[src/rtl/uart_tx_sched.sv]
// Round-robin scheduler sharing one UART frame transmitter among N_REQ byte producers.
// Frames are paced by a fixed guard timer because the transmitter reports no completion.
`timescale 1ns / 1ps

module uart_tx_sched #(
  parameter int N_REQ        = 4,
  parameter int FRAME_CYCLES = 16
) (
  input  logic                                     clk,
  input  logic                                     rst,
  input  logic [N_REQ-1:0]                         req,
  input  logic [8*N_REQ-1:0]                       req_data,
  output logic [N_REQ-1:0]                         ack,
  output logic                                     send,
  output logic [7:0]                               data,
  output logic [((N_REQ > 1) ? $clog2(N_REQ) : 1)-1:0] grant_id,
  output logic                                     busy,
  output logic [15:0]                              frames_sent
);

  localparam int IDW = (N_REQ > 1) ? $clog2(N_REQ) : 1;
  localparam int CW  = (FRAME_CYCLES > 1) ? $clog2(FRAME_CYCLES) : 1;

  typedef enum logic {
    IDLE = 1'b0,
    WAIT = 1'b1
  } state_t;

  state_t           state_reg, state_next;
  logic [CW-1:0]    cnt_reg, cnt_next;
  logic [IDW-1:0]   last_reg, last_next;
  logic [N_REQ-1:0] ack_reg, ack_next;
  logic             send_reg, send_next;
  logic [7:0]       data_reg, data_next;
  logic [IDW-1:0]   grant_reg, grant_next;
  logic             busy_reg, busy_next;
  logic [15:0]      frames_reg, frames_next;

  logic [7:0]       req_bytes [N_REQ];
  logic [N_REQ-1:0] above_last;
  logic [N_REQ-1:0] masked_req;
  logic [N_REQ-1:0] pick_src;
  logic [IDW-1:0]   winner;
  logic             has_req;

  // above_last marks the requesters that come after the last winner in rotation order.
  genvar gi;
  generate
    for (gi = 0; gi < N_REQ; gi++) begin : g_req
      assign req_bytes[gi]  = req_data[8*gi +: 8];
      assign above_last[gi] = (gi > int'(last_reg));
    end
  endgenerate

  // Lowest set bit above the last winner; if none, wrap to the lowest set bit overall.
  always_comb begin
    masked_req = req & above_last;
    pick_src   = (|masked_req) ? masked_req : req;
    has_req    = |req;
    winner     = '0;
    for (int i = N_REQ - 1; i >= 0; i--) begin
      if (pick_src[i]) begin
        winner = IDW'(i);
      end
    end
  end

  always_comb begin
    state_next  = state_reg;
    cnt_next    = cnt_reg;
    last_next   = last_reg;
    ack_next    = '0;
    send_next   = 1'b0;
    data_next   = data_reg;
    grant_next  = grant_reg;
    busy_next   = busy_reg;
    frames_next = frames_reg;
    case (state_reg)
      IDLE: begin
        if (has_req) begin
          ack_next[winner] = 1'b1;
          send_next        = 1'b1;
          data_next        = req_bytes[winner];
          grant_next       = winner;
          last_next        = winner;
          frames_next      = frames_reg + 16'd1;
          cnt_next         = CW'(FRAME_CYCLES - 1);
          busy_next        = 1'b1;
          state_next       = WAIT;
        end
      end
      WAIT: begin
        if (cnt_reg == '0) begin
          busy_next  = 1'b0;
          state_next = IDLE;
        end else begin
          cnt_next = cnt_reg - CW'(1);
        end
      end
      default: begin
        state_next = IDLE;
        busy_next  = 1'b0;
      end
    endcase
  end

  always_ff @(posedge clk) begin
    if (rst) begin
      state_reg  <= IDLE;
      cnt_reg    <= '0;
      last_reg   <= IDW'(N_REQ - 1);
      ack_reg    <= '0;
      send_reg   <= 1'b0;
      data_reg   <= 8'h00;
      grant_reg  <= '0;
      busy_reg   <= 1'b0;
      frames_reg <= 16'h0000;
    end else begin
      state_reg  <= state_next;
      cnt_reg    <= cnt_next;
      last_reg   <= last_next;
      ack_reg    <= ack_next;
      send_reg   <= send_next;
      data_reg   <= data_next;
      grant_reg  <= grant_next;
      busy_reg   <= busy_next;
      frames_reg <= frames_next;
    end
  end

  assign ack         = ack_reg;
  assign send        = send_reg;
  assign data        = data_reg;
  assign grant_id    = grant_reg;
  assign busy        = busy_reg;
  assign frames_sent = frames_reg;

endmodule

[config.mk]
export PLATFORM = sky130hd
export DESIGN_NAME = uart_tx_sched
export DESIGN_NICKNAME = d
export VERILOG_FILES = /design/src/rtl/uart_tx_sched.sv
export SDC_FILE = /design/constraint.sdc
export NUM_CORES = 1
export LEC_CHECK = 0
export ABC_AREA = 1
export BUFFER_PORTS_ARGS = -buffer_cell sky130_fd_sc_hd__buf_4
export CORE_AREA = 2 2 70 65
export DETAILED_ROUTE_END_ITERATION = 10
export DIE_AREA = 0 0 72 67
export PLACE_DENSITY = 0.87
export SLEW_MARGIN = 0
export SYNTH_ARGS = -nofsm -noshare
export SYNTH_HDL_FRONTEND = slang
export SYNTH_SLANG_ARGS = --single-unit
[constraint.sdc]
create_clock -name clk -period 2.75 [get_ports clk]
set_input_delay 0.4125 -clock clk [delete_from_list [all_inputs] [get_ports clk]]
set_output_delay 0.4125 -clock clk [all_outputs]
set_load 0.005 [all_outputs]
Word-level counts from Yosys, hierarchy flattened --
Index checks and enable logic that the tools add are counted.
Storage, ports and cells: flip-flop bits (word level) 39, input bits 38, output and inout port bits 32, logic and storage cells 52
Operators by class: add/sub/neg operators 2, order comparisons 6, equal/unequal tests 3, muxes and demuxes 19, bitwise operators 4, reduce and logical (&&, ||, !) cells 9
Operators with widths (count):
- $add A16 B1 Y16 const B | 1
- $bmux W8 S2 | 1
- $mux W8 | 2
- $mux W4 | 3
- $mux W2 | 4
- $pmux W4 S2 | 1
- $reduce_or A4 Y1 | 2
- $reduce_and A2 Y1 | 3
- $mux W1 | 5
- $and A4 B4 Y4 | 1
- $gt A2 B2 Y1 const A | 2
- $logic_not A4 Y1 | 1
- $ne A2 B2 Y1 const B | 2
- $pmux W1 S2 | 2
- $sub A4 B1 Y4 const B | 1
- $ge A3 B3 Y1 const B | 1
- $lt A2 B3 Y1 const B | 1
- $not A2 Y3 | 1
- $reduce_or A3 Y1 | 1
- $demux W1 S2 | 1
- $ge A2 B1 Y1 const B | 1
- $gt A1 B2 Y1 const A | 1
- $ne A2 B1 Y1 const B | 1
- $not A1 Y1 | 2
- 2 further kinds | 2

Logic depth before layout (Yosys ltp) --
Gate-level depths: netlist of the first run.
word-level depth 12, gate-level depth with buffers 11, gate-level depth less buffers 10

Worst setup path after synthesis of the first run --
Ideal clock, no wire load.
path type input to register, from in req[3], to reg data_reg[6], in the netlist data[6], setup time 117 ps, arrival time 1228 ps, path slack 1404 ps, cell stages on the path 9, path buffers 1, cells stage by stage nor2_1 inv_2 nand3_4 nor2_8 buf_12 nand3_1 nand2_1 nor2_1 nor2_1
On the way: cells in the longest elaborated chain, start to end 11, elaborated cells on any way between the ends 13
Ends and longest elaborated chain:
- start, declared | line 11 | input logic [N_REQ-1:0] req,
- $and A4 B4 Y4 | line 57 | masked_req = req & above_last;
- $reduce_or A4 Y1 | line 58 | pick_src = (|masked_req) ? masked_req : req;
- $mux W4 | line 58
- $mux W2 (4 in series) | line 62 | if (pick_src[i]) begin
- $not A2 Y3 (implied by the code) | line 83 | data_next = req_bytes[winner];
- $bmux W8 S2 | line 83
- $mux W8 (implied by the code) (2 in series) | line 83
- end signal, assigned | line 124 | data_reg <= data_next;
- end, declared | line 34 | logic [7:0] data_reg, data_next;
Several ways; a longest one is shown, not always the timed one. The select of a mux whose other input is x is not followed. A chain may end at the register's enable or synchronous reset.

Worst setup path after layout of the first run --
from reg last_reg[0], to reg data_reg[7], in the netlist data[7]
On the way: cells in the longest elaborated chain, start to end 12, elaborated cells on any way between the ends 14
Ends and longest elaborated chain:
- start, declared | line 31 | logic [IDW-1:0] last_reg, last_next;
- start signal, assigned | line 111 | last_reg <= IDW'(N_REQ - 1);
- start signal, assigned | line 121 | last_reg <= last_next;
- $gt A1 B2 Y1 or $gt A2 B2 Y1 (tied branches) | line 51 | assign above_last[gi] = (gi > int'(last_reg));
- $and A4 B4 Y4 * | line 57
- $reduce_or A4 Y1 | line 58
- $mux W4 * | line 58
- $mux W2 (3 in series) | line 62
- $mux W2 * | line 62
- $not A2 Y3 (implied by the code) * | line 83
- $bmux W8 S2 * | line 83
- $mux W8 (implied by the code) * (2 in series) | line 83
Every way passes the cells marked *; elsewhere a longest branch is shown, timed or not. The select of a mux whose other input is x is not followed.

==> results.cfg, run 1 <==
[status]
status = finished, final reports clean

[setup_path]
cp.required_ns = 2.93
worstSetupPathType = reg -> reg
setup.reg_to_reg.worst_slack_ns = 1.14
crit_arrival_ns = 1.78
crit_path_max_fanout = 18
crit_path_launch_type = flip-flop
worst_setup_path_end_kind = flip-flop

[logic_synthesis]
post_synth_instance_area_sq_um = 2141
synth_ff_type = dfxtp_1
synth_sequential_area_ratio_pct = 36.47
yosys_warnings = 0
post_synth_num_cell_types = 35
ys_ff_latch = 39
async_flop_share_pct = 0
synth-edff-count = 0
netlist_instances = 293
yosysMostFrequentCell = nand2_1
synthesis.area_per_instance_sq_um = 7.306
synth.net_count = 333
yosys-top-cells-area = dfxtp_1 (36%), nand2_1 (8.4%), nand3_1 (8.2%)
synth_commonest_cells = nand2_1 (48), dfxtp_1 (39), nor2_1 (36)
post-synth-top-area-fraction_pct = 36.47
post-synth-top-area-cell = dfxtp_1

[global_route]
grt_first_pass_wirelength_um = 8700
grt_util_all_layers_pct = 23.41
total_overflow_reported_by_the_global_router = 0
first_global_vias = 1967
grt_max_degree = 29
grt_antenna_before_repair = 0

[timing]
finalSetupViolations = 0
final_max_tran_viols = 0
fin_skew_ns = 0.01036
max_freq_mhz = 621.9
finalHoldViolCount = 0
timing_worst_slew_pin_value_ns = 0.6150
post-route-worst-setup-slack_ns = 1.142
timing.max_slew.rel_slack_pct = 58.95
time_the_final_worst_path_needs_with_i_o_delays_and_setup_ns = 1.608
finalCritPeriodShare_pct = 58.48
rsz_0062_raised_after_global_routing = false
fin_tns_setup_ns = 0

[placed_design]
dpl.hpwl_um = 3864
dp_slack_ns = 1.076
port_buffers = 69
gp_congestion = 0.7968
dp_cells = 401

[detailed_routing]
wire_per_inst_um = 12.96
drtPass1Iterations = 4
drcViolationCount = 0
route.detailed.vias_per_inst = 5.369
vias = 2196
first_iter_violations = 176
wl_um = 5300
postRouteAntennaNets = 0

[pwr]
finalPower_mw = 1.587
power.static_leakage_nw = 1.250
power_per_cell_area_nw_per_um2 = 570.3
vdd_ir_drop_max_mv = 0.3273

[clocking]
cts-buffers-inserted = 5
cts_tree = built
cts-hold-fix-buffers = 0
cts_repair_resize_count = 0
max-clock-path-buffers = 2
maximum_level_of_the_cts_h_tree = 2
cts.root.buffer_cell = clkbuf_8
clock_sink_count = 39
post_cts_buffers = 0
clk_transition_reported_paths_ns = 0.08
clock_insertion_delay_at_the_later_pin_of_the_skew_report_ns = 0.30

[cells_and_area]
final_cell_count_without_fillers = 409
post_route_cells_drive_above_1_share_pct = 29.09
largest_register_ffs = 16
area_delta_synth_final_pct = 29.98
final_core_utilization_pct = 68.77
final_nets = 400
antenna-diode-count = 0

[die]
floorplan.die.height_um = 67
row_count = 22
dieArea_sq_um = 4824
initial_utilization_pct = 52.91
boundaryPins = 70
die_x_um = 72
core_region_area_sq_um = 4046

[flow_run]
timing.max_cap.violations = 0

[min_path]
worst_hold_path_type = in -> reg
==> layer usage <==
layer	share of wire, %	track usage, %	up-vias
li1	-	-	1116
met4	2.0	9.198	0
met5	0	0	-
met2	47	39.47	90
met1	45	28.23	977
met3	6.3	6.505	13
==> placed cells by master, fill, tap and decap left out, types with 3 or more instances in the layout <==
master and instances:
buf_4 69, nand2_1 48, dfxtp_1 39, nor2_1 36, nand3_1 35, inv_1 24, o21ai_0 21, a21oi_1 13
nand4_1 12, nor3_1 12, nand2_2 7, clkbuf_8 5, inv_2 4, nand3_4 4, xor2_1 3, nor2_4 3
nand3_2 3
==> per-stage QoR <==
| step | area (sq um) | hold slack (ns) |
|---|---|---|
| after floorplan | 2141 | 0.4389 |
| after global placement | 2650 | 0.4457 |
| after detailed placement | 2650 | 0.4619 |
| after CTS | 2783 | 0.3804 |
| after global routing | 2783 | 0.3932 |
| final | 2783 | 0.3859 |
==> power breakdown <==
part / internal [mW] / leakage, nW / switching, mW / total [mW]
Combinational: 0.156 / 0.864 / 0.222 / 0.378
Sequential: 0.611 / 0.321 / 0.0291 / 0.640
Clock: 0.363 / 0.0654 / 0.206 / 0.568
Total: 1.13 / 1.25 / 0.457 / 1.59
==> worst paths after layout <==
| path | end | startpoint | cells past startpoint |
|---|---|---|---|
| worst min register to register | cnt_reg[2] | cnt_reg[2] | 2 |
| worst max register to register | data[7] | last_reg[0] | 10 |
| worst max-delay path | data[7] | last_reg[0] | 10 |
| worst min-delay path | frames_sent[14] | rst | 2 |
==> layout make-up <==
class / instances / area, sq um
Clock buffer: 6 / 72.57
Clock inverter: 2 / 60.06
Fill cell: 332 / 1264
Inverter: 31 / 123.9
Multi-Input combinational cell: 214 / 1167
Sequential cell: 39 / 780.7
Tap cell: 48 / 60.06
Timing Repair Buffer: 69 / 518.0
==> kinds of logic (layout without fill, tap and decap cells) <==
kind of cell / Yosys count / in the layout / synth area share [%]
xor+xnor: 3 / 3 / 1.228
compound gates: 41 / 41 / 10.34
simple gates: 168 / 168 / 41.79
flops: 39 / 39 / 36.47
fa+ha+maj: 2 / 2 / 1.169
buf+inv: 40 / 108 / 9.000
==> critical path, stage by stage, from the launching register on <==
cell and delay [ns]:
dfxtp_1 0.31, inv_1 0.13, nand3_1 0.11, nand2_2 0.10, inv_4 0.07, nand3_4 0.17, nand2_2 0.20, nand3_1 0.13
nand2_1 0.06, nor2_1 0.13, nor2_1 0.07
No activity file was read; power rests on OpenSTA's default activity.
==> run 2, diff against run 1 <==
--- a/config.mk
+++ b/config.mk
@@ -7,10 +7,10 @@
 export LEC_CHECK = 0
 export ABC_AREA = 1
 export BUFFER_PORTS_ARGS = -buffer_cell sky130_fd_sc_hd__buf_4
-export CORE_AREA = 2 2 70 65
+export CORE_AREA = 2 2 75 70
 export DETAILED_ROUTE_END_ITERATION = 10
-export DIE_AREA = 0 0 72 67
-export PLACE_DENSITY = 0.87
+export DIE_AREA = 0 0 77 72
+export PLACE_DENSITY = 0.8
 export SLEW_MARGIN = 0
 export SYNTH_ARGS = -nofsm -noshare
 export SYNTH_HDL_FRONTEND = slang
==> constraint.sdc (replaced) <==
create_clock -name clk -period 1.4 [get_ports clk]
set_input_delay 0.21 -clock clk [delete_from_list [all_inputs] [get_ports clk]]
set_output_delay 0.21 -clock clk [all_outputs]
set_load 0.005 [all_outputs]
==> results.cfg, run 2 (synthesis gave the netlist of run 1 again) <==
[cells_and_area]
largest_register_ffs = 16
most_frequent_standard_cell_in_the_layout_excluding_fill_and_tap_cells = buf_4
post_route_cells_drive_above_1_share_pct = 49.62
antenna-diode-count = 0
area_delta_synth_final_pct = 55.52
final_cell_count_without_fillers = 460
final_nets = 434
final_cell_mix = buf_4 (94), nand2_1 (38), nor2_1 (32)

[pwr]
power_per_cell_area_nw_per_um2 = 995.7
power.static_leakage_nw = 1.502
vdd_ir_drop_max_mv = 0.7070

[setup_path]
worstSetupPathType = reg -> reg
highest_delay_cell_along_the_critical_path = dfxtp_4
path_delay_family = simple AND/OR/NAND/NOR gates
cp.required_ns = 1.59
critPathMaxStageDelay_ns = 0.37
worst_setup_path_end_kind = flip-flop
crit_path_max_fanout = 17
cp.buffers_inverters = 2
crit_arrival_ns = 1.61
cells_traversed_along_the_worst_timing_path = inv_4 > nand2_4 > nand3_4 > nand3_4 > buf_6 > nand4_1 > nand3_2 > nor2_1 > nor2_1
crit_path_launch_type = flip-flop

[detailed_routing]
wl_um = 6557
route.detailed.vias_per_inst = 5.226
drtPass1Iterations = 4
vias = 2404
first_iter_violations = 133
wire_per_inst_um = 14.25
postRouteAntennaNets = 0
drcViolationCount = 0

[clocking]
cts.root.buffer_cell = clkbuf_8
cts-hold-fix-buffers = 0
cts-buffers-inserted = 5
maximum_level_of_the_cts_h_tree = 2
clock_insertion_delay_at_the_later_pin_of_the_skew_report_ns = 0.30
max-clock-path-buffers = 2
clock_sink_count = 39
clk_transition_reported_paths_ns = 0.08
cts_tree = built

[timing]
fin_skew_ns = 0.004866
timing.max_slew.rel_slack_pct = 72.15
finalCritPeriodShare_pct = 101.7
final.hold.worst_slack_ns = 0.1870
fin_tns_setup_ns = -0.07980
rsz_0062_raised_after_global_routing = true
max_freq_mhz = 702.6
time_the_final_worst_path_needs_with_i_o_delays_and_setup_ns = 1.423
post-route-worst-setup-slack_ns = -0.02335
timing_worst_slew_pin_value_ns = 0.4162
final_max_tran_viols = 0
finalHoldViolCount = 0
finalSetupViolations = 8

[placed_design]
dp_cells = 441
port_buffers = 69
dpl.hpwl_um = 4219
gp_congestion = 0.8424

[die]
dieArea_sq_um = 5544
die_x_um = 77
floorplan.die.height_um = 72
initial_utilization_pct = 45.12
core_region_area_sq_um = 4745
boundaryPins = 70
row_count = 24

[global_route]
grt_util_all_layers_pct = 21.31
grt_antenna_before_repair = 0
first_global_vias = 2251
grt_max_degree = 18
grt_first_pass_wirelength_um = 9653
total_overflow_reported_by_the_global_router = 0

[min_path]
worst_hold_path_type = in -> reg

[status]
failed_checks = setup timing
status = finished, violations left

[flow_run]
timing.max_cap.violations = 0
-- run 2: cell types whose count changed in the layout (fill, tap and decap cells not counted), moves of 6 or more --
cell,delta
dfxtp_1,-11
buf_4,+25
dfxtp_2,+10
nand2_4,+6
buf_6,+6
nand2_1,-10
nand3_2,+16
nand3_1,-16
-- run 2: routing by layer --
layer,track usage [%],vias to the layer above,routed length [um]
met2,38.40,97,3336
met3,5.473,21,424
met5,0,-,0
li1,-,1182,-
met4,8.135,0,195
met1,24.54,1104,2600
-- run 2: final cells by class --
type | instances | area, sq um
Tap cell | 65 | 81.33
Timing Repair Buffer | 102 | 813.3
Sequential cell | 39 | 797.0
Clock buffer | 6 | 82.58
Fill cell | 367 | 1415
Inverter | 31 | 128.9
Clock inverter | 2 | 35.03
Multi-Input combinational cell | 215 | 1391
-- run 2: final timing paths --
check,from,endpoint,slack [ns],depth (start not counted)
max,last_reg[1],data[7],-0.02,9
min,rst,frames_sent[15],0.19,2
max reg2reg,last_reg[1],data[7],-0.02,9
min reg2reg,cnt_reg[2],cnt_reg[2],0.48,2
-- run 2: metrics by stage --
stage | util, % | total power [mW] | area (sq um) | setup WS, ns
6_report | 70.17 | 3.315 | 3329 | -0.02335
5_1_grt | 70.17 | 3.447 | 3329 | -0.1316
4_1_cts | 65.56 | 3.176 | 3110 | -0.01280
3_5_place_dp | 59.94 | 2.100 | 2844 | -0.1070
3_3_place_gp | 59.94 | 2.079 | 2844 | -0.05589
2_1_floorplan | - | 1.769 | 2141 | 0.06301
-- run 2: what timing repair did --
item,CTS,global route
endpoints found under the hold margin,0,0
endpoints found under the setup margin,11,21
pin swaps,16,19
buffers inserted,6,4
gates resized for setup,23,58
cloned,1,0
-- run 2: report_power, final --
part,leakage [nW],switching [mW],internal [mW]
Clock,0.0612,0.409,0.577
Sequential,0.324,0.0700,1.21
Combinational,1.12,0.571,0.483
==> run 3, diff against run 2 <==
--- a/config.mk
+++ b/config.mk
@@ -6,11 +6,12 @@
 export NUM_CORES = 1
 export LEC_CHECK = 0
 export ABC_AREA = 1
-export BUFFER_PORTS_ARGS = -buffer_cell sky130_fd_sc_hd__buf_4
+export BUFFER_PORTS_ARGS = -buffer_cell sky130_fd_sc_hd__buf_2
 export CORE_AREA = 2 2 75 70
 export DETAILED_ROUTE_END_ITERATION = 10
 export DIE_AREA = 0 0 77 72
 export PLACE_DENSITY = 0.8
+export SKIP_CTS_REPAIR_TIMING = 1
 export SLEW_MARGIN = 0
 export SYNTH_ARGS = -nofsm -noshare
 export SYNTH_HDL_FRONTEND = slang
==> results.cfg, run 3 (synthesis gave the netlist of run 1 again) <==
[status]
status = finished, violations left
failed_checks = setup timing

[global_route]
grt_first_pass_wirelength_um = 9259
first_global_vias = 2196
total_overflow_reported_by_the_global_router = 0
grt_antenna_before_repair = 0
grt_util_all_layers_pct = 20.49
grt_max_degree = 20

[detailed_routing]
drcViolationCount = 0
vias = 2391
postRouteAntennaNets = 0
wire_per_inst_um = 13.28
wl_um = 6148
drtPass1Iterations = 4
route.detailed.vias_per_inst = 5.164
first_iter_violations = 122

[timing]
final_max_tran_viols = 0
timing_worst_slew_pin_value_ns = 0.2911
finalSetupViolations = 13
timing.max_slew.rel_slack_pct = 80.57
fin_tns_setup_ns = -0.2681
rsz_0062_raised_after_global_routing = true
finalCritPeriodShare_pct = 103.2
post-route-worst-setup-slack_ns = -0.04528
time_the_final_worst_path_needs_with_i_o_delays_and_setup_ns = 1.445
max_freq_mhz = 691.9
fin_skew_ns = 0.007620
finalHoldViolCount = 0

[die]
core_region_area_sq_um = 4745
floorplan.die.height_um = 72
row_count = 24
dieArea_sq_um = 5544
initial_utilization_pct = 45.12
boundaryPins = 70
die_x_um = 77

[cells_and_area]
final_cell_mix = buf_2 (69), nand2_1 (41), buf_4 (31)
antenna-diode-count = 0
post_route_cells_drive_above_1_share_pct = 46.73
area_delta_synth_final_pct = 45.88
final_nets = 437
largest_register_ffs = 16
most_frequent_standard_cell_in_the_layout_excluding_fill_and_tap_cells = buf_2

[setup_path]
crit_path_max_fanout = 5
crit_arrival_ns = 1.63
worst_r2r_startpoint = last_reg[1]
cp.required_ns = 1.58
worstSetupPathType = reg -> reg
worst_setup_path_end_kind = flip-flop
timing.critical_path.from = last_reg[1]
crit_path_launch_type = flip-flop

[clocking]
cts_tree = built
clk_transition_reported_paths_ns = 0.08
maximum_level_of_the_cts_h_tree = 2
clock_sink_count = 39
cts-buffers-inserted = 5
clock_insertion_delay_at_the_later_pin_of_the_skew_report_ns = 0.29
cts.root.buffer_cell = clkbuf_8
max-clock-path-buffers = 2

[placed_design]
port_buffers = 69
dp_slack_ns = -0.1088
gp_congestion = 0.7949
dpl.hpwl_um = 4049

[pwr]
power.static_leakage_nw = 1.432
power_per_cell_area_nw_per_um2 = 1054
vdd_ir_drop_max_mv = 1.047

[min_path]
worst_hold_path_type = in -> reg
min_from = rst

[flow_run]
timing.max_cap.violations = 0
-- run 3: changes by cell type in the layout (fill, tap and decap cells not counted), moves of 4 or more --
| cell | change |
|---|---|
| buf_2 | +69 |
| buf_4 | -63 |
| nand3_2 | -9 |
| nand3_1 | +8 |
| buf_6 | -4 |
-- run 3: critical path: stages, from the launching register on --
cell and delay, ns:
dfxtp_4 0.37, nand2_4 0.07, nand2_4 0.07, nand3_4 0.12, nand2_2 0.08, nor2_4 0.15
nand2_2 0.12, nand3_2 0.09, nand3_2 0.08, nor2_2 0.12, nor2_1 0.05
-- run 3: final timing paths --
kind	end	slack (ns)	depth (start not counted)
worst max-delay path	data[4]	-0.05	10
worst min-delay path	send	0.14	2
worst max register to register	data[4]	-0.05	10
worst min register to register	frames_sent[4]	0.46	2
-- run 3: final cells by class --
class,count,area [sq um]
clock buffers,6,72.57
inverters,31,126.4
fillers,403,1622
multi-input cells,217,1364
clock inverters,2,60.06
repair buffers,103,620.6
flip-flops and latches,39,798.3
well taps,65,81.33
-- run 3: per-stage QoR --
step | total power, mW | area (sq um) | std cells | utilization, % | hold WS, ns
final | 3.291 | 3123 | 463 | 65.82 | 0.1362
after global routing | 3.457 | 3123 | 463 | 65.82 | 0.1303
after CTS | 3.138 | 2834 | 453 | 59.73 | 0.1271
after detailed placement | 2.039 | 2701 | 445 | 56.94 | 0.4353
after global placement | 2.021 | 2701 | 445 | 56.94 | 0.4402
after floorplan | 1.769 | 2141 | 293 | - | 0.2861
-- run 3: where the power goes --
part	switching [mW]	internal (mW)	leakage (nW)
sequential	0.0612	1.20	0.325
clock	0.392	0.713	0.0654
combinational	0.536	0.385	1.04
-- run 3: routing by layer --
layer	vias to the layer above	track usage, %	part of all wire, %
met4	0	8.135	1.3
met2	95	36.94	51
met5	-	0	0
li1	1195	-	-
met3	10	4.602	6.2
met1	1091	23.89	41
